<file path="src/rtl/cpu_run_ctrl.sv">
// Run-control sequencer: debounced RUN/STEP/HALT buttons produce one CPU clock enable,
// with N-cycle stepping, a fetch-PC breakpoint and a count of enabled cycles.
module cpu_run_ctrl #(
  parameter int DEBOUNCE_CYCLES = 500000,
  parameter int STEP_W          = 8,
  parameter int PC_W            = 32
) (
  input  logic              clk,
  input  logic              rst_n,
  input  logic              btn_run,
  input  logic              btn_step,
  input  logic              btn_halt,
  input  logic [STEP_W-1:0] step_count,
  input  logic              bp_en,
  input  logic [PC_W-1:0]   bp_addr,
  input  logic [PC_W-1:0]   pc_fe,
  output logic              cpu_en,
  output logic [1:0]        run_state,
  output logic              bp_hit,
  output logic [31:0]       cycle_cnt
);

  localparam int CNT_W = (DEBOUNCE_CYCLES > 1) ? $clog2(DEBOUNCE_CYCLES) : 1;
  localparam logic [CNT_W-1:0] CNT_LAST = CNT_W'(DEBOUNCE_CYCLES - 1);

  typedef enum logic [1:0] {
    S_HALT  = 2'b00,
    S_RUN   = 2'b01,
    S_STEP  = 2'b10,
    S_BREAK = 2'b11
  } state_t;

  state_t            state, state_next;
  logic [STEP_W-1:0] step_left, step_left_next, step_load;
  logic              bp_skip, bp_skip_next, bp_match;
  logic              run_p, step_p, halt_p;

  // Bit order for all button vectors: [0] RUN, [1] STEP, [2] HALT
  logic [2:0]       btn_raw, sync1, sync2, deb, deb_d, pulse;
  logic [CNT_W-1:0] deb_cnt [3];

  assign btn_raw = {btn_halt, btn_step, btn_run};

  // A button's debounced level flips only after DEBOUNCE_CYCLES consecutive disagreeing samples
  always_ff @(posedge clk or negedge rst_n) begin
    if (!rst_n) begin
      sync1 <= '0;
      sync2 <= '0;
      deb   <= '0;
      deb_d <= '0;
      for (int i = 0; i < 3; i++) deb_cnt[i] <= '0;
    end else begin
      sync1 <= btn_raw;
      sync2 <= sync1;
      deb_d <= deb;
      for (int i = 0; i < 3; i++) begin
        if (sync2[i] == deb[i]) begin
          deb_cnt[i] <= '0;
        end else if (deb_cnt[i] == CNT_LAST) begin
          deb_cnt[i] <= '0;
          deb[i]     <= sync2[i];
        end else begin
          deb_cnt[i] <= deb_cnt[i] + 1'b1;
        end
      end
    end
  end

  assign pulse  = deb & ~deb_d;
  assign run_p  = pulse[0];
  assign step_p = pulse[1];
  assign halt_p = pulse[2];

  assign step_load = (step_count == '0) ? STEP_W'(1) : step_count;
  assign bp_match  = bp_en && (pc_fe == bp_addr) && !bp_skip;

  always_ff @(posedge clk or negedge rst_n) begin
    if (!rst_n) begin
      state     <= S_HALT;
      step_left <= '0;
      bp_skip   <= 1'b0;
    end else begin
      state     <= state_next;
      step_left <= step_left_next;
      bp_skip   <= bp_skip_next;
    end
  end

  always_comb begin
    state_next     = state;
    step_left_next = step_left;
    bp_skip_next   = bp_skip;
    if (bp_skip && (!bp_en || (pc_fe != bp_addr))) bp_skip_next = 1'b0;
    if (halt_p) begin
      state_next     = S_HALT;
      step_left_next = '0;
      bp_skip_next   = 1'b0;
    end else begin
      case (state)
        S_HALT: begin
          if (step_p) begin
            state_next     = S_STEP;
            step_left_next = step_load;
          end else if (run_p) begin
            state_next = S_RUN;
          end
        end
        S_RUN: begin
          if (bp_match) state_next = S_BREAK;
        end
        S_STEP: begin
          if (bp_match) begin
            state_next     = S_BREAK;
            step_left_next = '0;
          end else if (cpu_en) begin
            step_left_next = step_left - STEP_W'(1);
            if (step_left == STEP_W'(1)) state_next = S_HALT;
          end
        end
        S_BREAK: begin
          // Resuming arms bp_skip so the parked instruction can leave fetch
          if (step_p) begin
            state_next     = S_STEP;
            step_left_next = step_load;
            bp_skip_next   = 1'b1;
          end else if (run_p) begin
            state_next   = S_RUN;
            bp_skip_next = 1'b1;
          end
        end
        default: state_next = S_HALT;
      endcase
    end
  end

  always_comb begin
    cpu_en    = ((state == S_RUN) || (state == S_STEP)) && !bp_match;
    bp_hit    = (state == S_BREAK);
    run_state = state;
  end

  always_ff @(posedge clk or negedge rst_n) begin
    if (!rst_n) cycle_cnt <= '0;
    else if (cpu_en) cycle_cnt <= cycle_cnt + 32'd1;
  end

endmodule

</file>
<file path="config.mk">
export PLATFORM = sky130hd
export DESIGN_NAME = cpu_run_ctrl
export DESIGN_NICKNAME = d
export VERILOG_FILES = /design/src/rtl/cpu_run_ctrl.sv
export SDC_FILE = /design/constraint.sdc
export NUM_CORES = 1
export LEC_CHECK = 0
export CAP_MARGIN = 20
export CORE_MARGIN = 5
export CORE_UTILIZATION = 56
export CTS_CLUSTER_DIAMETER = 40
export DETAILED_ROUTE_END_ITERATION = 10
export PLACE_DENSITY_LB_ADDON = 0.25
export RECOVER_POWER = 50
export SYNTH_ARGS = -nofsm -noshare
export SYNTH_HDL_FRONTEND = slang
export SYNTH_SLANG_ARGS = --single-unit
</file>
<file path="constraint.sdc">
create_clock -name clk -period 9.7 [get_ports clk]
set_input_delay 2.91 -clock clk [delete_from_list [all_inputs] [get_ports clk]]
set_output_delay 2.91 -clock clk [all_outputs]
set_load 0.01 [all_outputs]
</file>
Yosys cells after proc, flatten, opt, wreduce, memory -nomap -nowiden

Index checks and enable logic that the tools add are counted.

Bits of input ports: 78
Word-level logic and storage cells: 83
ROM bits: 0
Bits in latches: 0
Register bits after elaboration: 112
Output and inout bits: 36
Memory bits (writable): 0
Memories kept: 0

Multiply operators: 0
Bitwise gates (word level): 5
Div/mod/pow operators: 0
Magnitude comparators: 0
Equal/unequal tests: 17
Shift-type cells: 0
Reductions and logical operators: 18
Add/sub/neg operators: 5
Muxes and demuxes: 25

Operator list:

| kind                    | count |
|---|---|
| $mux W19                | 6 |
| $add A19 B1 Y19 const B | 3 |
| $eq A19 B19 Y1 const B  | 3 |
| $mux W8                 | 5 |
| $add A32 B1 Y32 const B | 1 |
| $eq A32 B32 Y1          | 1 |
| $ne A32 B32 Y1          | 1 |
| $pmux W8 S2             | 1 |
| $mux W2                 | 7 |
| $eq A8 B1 Y1 const B    | 1 |
| $logic_not A8 Y1        | 1 |
| $ne A4 B4 Y1 const B    | 2 |
| $sub A8 B1 Y8 const B   | 1 |
| $pmux W2 S3             | 1 |
| $reduce_and A2 Y1       | 3 |
| $mux W1                 | 5 |
| $eq A2 B2 Y1 const B    | 2 |
| $logic_and A1 B1 Y1     | 4 |
| $ne A4 B1 Y1 const B    | 1 |
| $reduce_and A4 Y1       | 1 |
| $and A3 B3 Y3           | 1 |
| $eq A1 B1 Y1            | 3 |
| $logic_not A1 Y1        | 3 |
| $ne A3 B1 Y1 const B    | 1 |
| 9 further kinds         | 12 |

Longest topological paths before layout

Depth after elaboration: 9
Gate-level depth with buffers: 9
Depth with buffers taken out: 8

Least setup slack after synthesis

Ideal clock, no wire load.

Kind: input port to output port
Start point: in bp_addr[14]
End point: out cpu_en
Stages: 5
Setup slack: 2473 ps
Required time: 6790 ps
Data arrival time: 4317 ps
Path buffers: 0
Cells stage by stage: xnor2_1 > o221ai_1 > or4_1 > o31ai_2 > clkinv_1

Cells in the longest elaborated chain, start to end: 5

Ends and longest elaborated chain:

| item                             | line | source |
|---|---|---|
| start: declaration               | 15   | `input logic [PC_W-1:0] bp_addr,` |
| $eq A32 B32 Y1                   | 75   | `assign bp_match = bp_en && (pc_fe == bp_addr) && !bp_skip;` |
| $logic_and A1 B1 Y1 (2 in a row) | 75   |  |
| $logic_not A1 Y1                 | 137  | `cpu_en = ((state == S_RUN) \|\| (state == S_STEP)) && !bp_match;` |
| $logic_and A1 B1 Y1              | 137  |  |
| end: declaration                 | 17   | `output logic cpu_en,` |

Every way passes these cells.

Worst setup path in the final report

Ends and elaborated chain as after synthesis.

==> results.cfg <==
[timing]
maxSlewHeadroom_pct = -102
worst_pin_slew_ns = 3.02
min_period_ns = 8.42
fmax_mhz = 119
hold_violations = 0
tns_ns = 0
rsz0062_at_grt = false
setup_violations = 0
holdWs_ns = 0.364
finalCritPeriodShare_pct = 86.8
clock_skew_ns = 0.0121
slew_violations = 115

[routing]
drt-total-wl_mm = 13.1
drt_iter0_markers = 253
drc = 0
ant_nets = 0
wl_met2_mm = 6.33
vias_per_cell = 5.44
wl_per_cell_um = 15.8
wl_met3_um = 669
first_pass_iters = 4
via_count = 4525
met1_length_mm = 5.89
dr.max_layer_used = met4

[clock_network]
path_clk_slew_ns = 0.11
cts_buffers = 9
ctsResizeCount = 0
cts_tree = done
h-tree-depth = 3
postCtsHoldBufs = 0
worstSkewPairLatency_ns = 0.37
clock_sinks = 112
post_cts_buffers = 0
cts_root_buffer = clkbuf_8
clockBufferDepth = 2

[worst_setup_path]
crit_top_cell = clkdlybuf4s50_1
endpoint_kind = output pin
rrSetupSlack_ns = 7.03
rr_endpoint = cycle_cnt[7]
critPathKind = in2out
r2r_cells = 8
cp_max_fo = 15
startpoint_type = input port
required_ns = 6.79
path_cells = clkdlybuf4s50_1 > xnor2_1 > o221ai_1 > or4_1 > o31ai_2 > buf_4 > clkinv_1 > clkdlybuf4s50_1
cp.arrival_ns = 5.51
cpPeakStageDelay_ns = 0.56
cp_slowest_cell = or4_1
rr_startpoint = run_state[0]

[power_and_ir_drop]
vdd_drop_max_mv = 0.0706
p_leak_nw = 3.07
power_density_nw_per_um2 = 112

[floorplan]
dieWidth_um = 111
rows = 36
fp.dieArea_um2 = 12300
start_util_pct = 57.8
fp.dieH_um = 111
ios = 114
core_area_um2 = 9820

[yosys]
yosys_warnings = 0
async_flop_share_pct = 100
yosysTopAreaCellShare_pct = 49.4
yosys-top-cells-area = dfrtp_1 (49%), xor2_1 (10%), xnor2_1 (6.6%), nor2_1 (6.3%), nand3_1 (3.3%)
syn_area_um2 = 5680
synthesis.nets = 667
ys_types = 47
yosys.area.top_type = dfrtp_1
synthFlopType = dfrtp_1
ys_seq_elements = 112
syn_inst = 579
yosysSeqAreaShare_pct = 49.4
avgSynthCellArea_um2 = 9.81
synth-edff-count = 0

[worst_hold_path]
holdPathEnd = sync2[1]
hold_depth = 0
hold_start = sync1[1]
min_path_type = reg2reg

[global_route]
grt_pass1_vias = 4625
grt_use_total_pct = 21.6
antenna_found_initial = 0
grt-ovfl-total = 0
grt_pass1_wl_mm = 22.2
grt_max_degree = 59

[placed_design]
hpwl_mm = 10.0
globalplace.congestion = 0.934
portBuffers = 113

[cells_and_area]
antenna_cells = 0
multi_input_area_um2 = 2740
final_layout_size_suffix_gt1_share_pct = 4.72
final-seq-area_um2 = 2800
areaGrowthSynthToFinish_pct = 25.4
fill_cells = 753
nets = 782

[run_status]
outcome = complete, but fails checks
violations = capacitance limit, slew limit

[flow_run]
drv_cap = 2
[state kept, by name, summed over array words and instances (netlist names)]
signal	cells
sync1	3
deb_cnt	57
step_left	8
deb	3
run_state	2
sync2	3
deb_d	3
cycle_cnt	32
bp_skip	1
[stage by stage]
step	total power, W	instance area, um2	utilization [%]	worst slack (ns)	instances
2_1_floorplan	0.000504	5680	-	2.47	579
3_3_place_gp	0.000550	6940	70.7	1.33	815
3_5_place_dp	0.000552	6940	70.7	1.31	815
4_1_cts	0.000807	7120	72.5	1.28	831
5_1_grt	0.000831	7120	72.5	1.21	832
6_report	0.000799	7120	72.5	1.28	832
[cells in the mapped netlist, types with 2 or more instances]
library cell,n
mux2_2,5
nand3b_1,2
nor4b_1,2
or4_4,3
nor3_1,10
and4_1,5
o22ai_1,5
xnor2_1,43
dfrtp_1,112
a21oi_1,15
mux2i_1,2
and3_2,3
clkbuf_1,9
nand4_1,20
and3_1,12
buf_1,2
xor2_1,66
nand2b_1,3
nand2_1,35
inv_1,24
or3_1,4
a211oi_1,3
ha_1,10
nor2b_1,3
or2_2,4
o21ai_0,10
nand3_1,38
nor2_1,96
nor4_1,15
[worst max path at each step]
stage	to	cells past startpoint	slack (ns)	from
final	cpu_en	8	1.28	bp_addr[14]
after global routing	cpu_en	8	1.21	bp_addr[14]
after CTS	cpu_en	8	1.28	bp_addr[14]
after detailed placement	cpu_en	8	1.31	bp_addr[14]
after global placement	cpu_en	8	1.33	bp_addr[14]
after floorplan	cpu_en	5	2.47	bp_addr[14]
[power by group]
group	total, W	switching (W)	internal, W
Clock	0.000257	0.000160	0.0000972
Combinational	0.0000665	0.0000289	0.0000376
Sequential	0.000475	0.00000392	0.000471
[placed cells by master (no fill, tap or decap), types with 12 or more instances in the layout]
cell             instances
clkdlybuf4s50_1        109
nor4_1                  15
dfrtp_1                112
nand2_1                 35
nand4_1                 20
inv_1                   24
a21oi_1                 15
and3_1                  12
nand3_1                 38
xor2_1                  66
nor2_1                  96
xnor2_1                 43
[layer usage]
| layer | vias up | track usage, % |
|---|---|---|
| met4 | 0 | 7.55 |
| met3 | 20 | 3.71 |
| li1 | 2200 | - |
| met5 | - | 0 |
| met1 | 2153 | 28.1 |
| met2 | 152 | 36.6 |
[worst max-delay path: cells and delay by family]
kind	cells	cell delay, ns
AND/OR/NAND/NOR	1	0.56
buffers and inverters	4	1.53
AO/OA/AOI/OAI	2	0.38
XOR/XNOR	1	0.13
[cell families after synthesis]
kind of cell / share of synthesized area (%)
compound gates: 4.69
fa+ha+maj: 2.20
xor+xnor: 16.8
mux: 1.34
simple gates: 23.1
buf+inv: 2.47
flops: 49.4
[layout make-up]
class	instances	share of cell area, %
inverters	25	1.32
well taps	133	2.34
clock inverters	6	0.738
repair buffers	116	16.0
multi-input cells	430	38.4
clock buffers	10	1.79
flip-flops and latches	112	39.4
Power figures use the tool's default switching activity.
==> patch, RTL diff (same settings) <==
Add an input register stage for `pc_fe`, cleared by the reset; this delays it by one clock. The other inputs are not delayed to match.
--- a/src/rtl/cpu_run_ctrl.sv
+++ b/src/rtl/cpu_run_ctrl.sv
@@ -29,6 +29,16 @@
     S_STEP  = 2'b10,
     S_BREAK = 2'b11
   } state_t;
+
+  logic [PC_W-1:0] pc_fe_q;
+
+  always_ff @(posedge clk or negedge rst_n) begin
+    if (!rst_n) begin
+      pc_fe_q <= '0;
+    end else begin
+      pc_fe_q <= pc_fe;
+    end
+  end
 
   state_t            state, state_next;
   logic [STEP_W-1:0] step_left, step_left_next, step_load;
@@ -72,7 +82,7 @@
   assign halt_p = pulse[2];
 
   assign step_load = (step_count == '0) ? STEP_W'(1) : step_count;
-  assign bp_match  = bp_en && (pc_fe == bp_addr) && !bp_skip;
+  assign bp_match  = bp_en && (pc_fe_q == bp_addr) && !bp_skip;
 
   always_ff @(posedge clk or negedge rst_n) begin
     if (!rst_n) begin
@@ -90,7 +100,7 @@
     state_next     = state;
     step_left_next = step_left;
     bp_skip_next   = bp_skip;
-    if (bp_skip && (!bp_en || (pc_fe != bp_addr))) bp_skip_next = 1'b0;
+    if (bp_skip && (!bp_en || (pc_fe_q != bp_addr))) bp_skip_next = 1'b0;
     if (halt_p) begin
       state_next     = S_HALT;
       step_left_next = '0;
Check against the original RTL: no difference found for any inputs over 10 cycles, from zero or initial values and one cycle with rst_n low; that may be too few to reach the edited logic, so the function may still have changed.
==> patch against the original RTL <==
- power increased by 64%
- worst setup slack better by 0.13 ns
- largest cell class unchanged
- synthesized cell count rose by 14%
- the run still ends with max-capacitance violations, max-slew violations left
- routed wire length up 15%
- critical path depth is the same
- clock skew down 0.0074 ns
- sequential cell count is 32 higher
- sequential share of layout area grew 2.5 points
- cell area increased by 21%
- area after synthesis increased by 19%
==> patch: results (changes against the original RTL) <==
First-pass GRT wire length -> 25590 um (+15%)
Worst path slowest cell -> clkdlybuf4s50_1
Setup skew after layout -> 0.004676 ns (-0.007394 ns)
Via count of the routed design -> 5162 (+14%)
Final layout net count -> 862 (+10%)
Critical path peak fanout -> 29 (+14)
Violated checks -> max-capacitance violations, max-slew violations
Transition at the pin with the smallest max-transition slack -> 3.787 ns (+0.7616 ns)
CP max stage delay -> 0.48 ns (-0.08 ns)
Vias in the first global route -> 5355 (+16%)
Setup slack on the worst flop-to-flop path -> 7.07 ns (+0.04 ns)
Yosys Warn Count -> 0 (unchanged)
Number of DRC markers in iteration 0 -> 445 (+76%)
Register area share after synthesis -> 53.15% (+3.8 points)
Top cell types by occurrence after synthesis -> 144 x dfrtp_1, 96 x nor2_1, 74 x xor2_1
Startpoint of the most critical register-to-register path -> deb_cnt[14]$_DFF_PN0_
Clock transition at the registers of the reported paths -> 0.06 ns (-0.05 ns)
Launch point of the worst path -> bp_addr[8]
Pre-CTS setup slack -> 1.469 ns (+0.1628 ns)
Count of max-cap constraint violations -> 1 (-1)
Period utilization -> 85.39% (-1.4 points)
Global routing usage on met3 -> 5.655% (+1.9 points)
Clk Latency, worst-skew pair -> 0.42 ns (+0.05 ns)
TritonRoute pass-1 iters -> 4 (unchanged)
Inst Count DP -> 903 (+11%)
Total clock buffers created by CTS -> 17 (+8)
Standby leakage power -> 3.704 nW (+21%)
Distinct cell type count of the synthesized netlist -> 52 (+11%)
Largest cells by area after synthesis -> dfrtp_1 53%, xor2_1 9.6%, nor2_1 5.3%
Total half-perimeter wirelength after legalization and detailed placement -> 10550 um (+5.0%)
Metal-1 WL -> 6515 um (+11%)
Worst hold slack across all endpoints -> 0.3590 ns (-0.004783 ns)
Root Buffer -> clkbuf_16
Net Count, Synth -> 747 (+12%)
Global-route met2 utilization -> 36.11% (-0.50 points)
Aggregate global-route resource usage -> 22.05% (+0.43 points)
Final count of pins violating max slew -> 73 (-37%)
Critical path arrival -> 5.37 ns (-0.14 ns)
Pin count of the biggest net entering global routing -> 74 (+25%)
Met2 WL post-DR -> 7334 um (+16%)
Critical register-to-register path endpoint -> deb_cnt[7]$_DFF_PN0_
Registers with the highest flip-flop counts -> deb_cnt x57, cycle_cnt x32, pc_fe_q x32
Count of placed standard cells in the final layout, fillers left out -> 935 (+12%)
R2r worst-path depth -> 5 (-3)
Total routed wirelength -> 15070 um (+15%)
Gate count after technology mapping -> 660 (+14%)
Area after DPL -> 8043 um2 (+16%)
ANT cells -> 0 (unchanged)
Result of the run -> finished with violations
Number of filler instances in the final layout -> 859 (+14%)
patch: cell count changes after synthesis, sizes merged, moves of 8 or more:
cell	before	now
nor3	11	20
xnor2	43	35
nand2	35	52
dfrtp	112	144
nor4	15	30
xor2	66	74
patch: final cells by class:
class | instances | area (um2) | area share [%]
sequential | 144 | 3603 | 41.88
multi-input combinational | 473 | 3018 | 35.08
timing repair buffer | 115 | 1140 | 13.25
clock buffer | 20 | 456.7 | 5.308
tap | 147 | 183.9 | 2.138
clock inverter | 12 | 111.4 | 1.294
inverter | 24 | 90.09 | 1.047
patch: kinds of logic (layout without fill, tap and decap cells):
logic type                 count (synthesis)  in the layout  synth area share [%]
AOI/OAI and AO/OA                         46             46                 5.481
xor gates and xnor gates                 109            109                 14.08
adders and majority gates                  9              9                 1.661
buffers and inverters                     43            171                 2.547
DFF                                      144            144                 53.15
muxes                                      6              6                0.9780
and+or+nand+nor                          303            303                 22.11
patch: report_power, final:
part	switching, mW	internal [mW]
clock network	0.254	0.366
logic	0.0342	0.0361
registers	0.00735	0.612
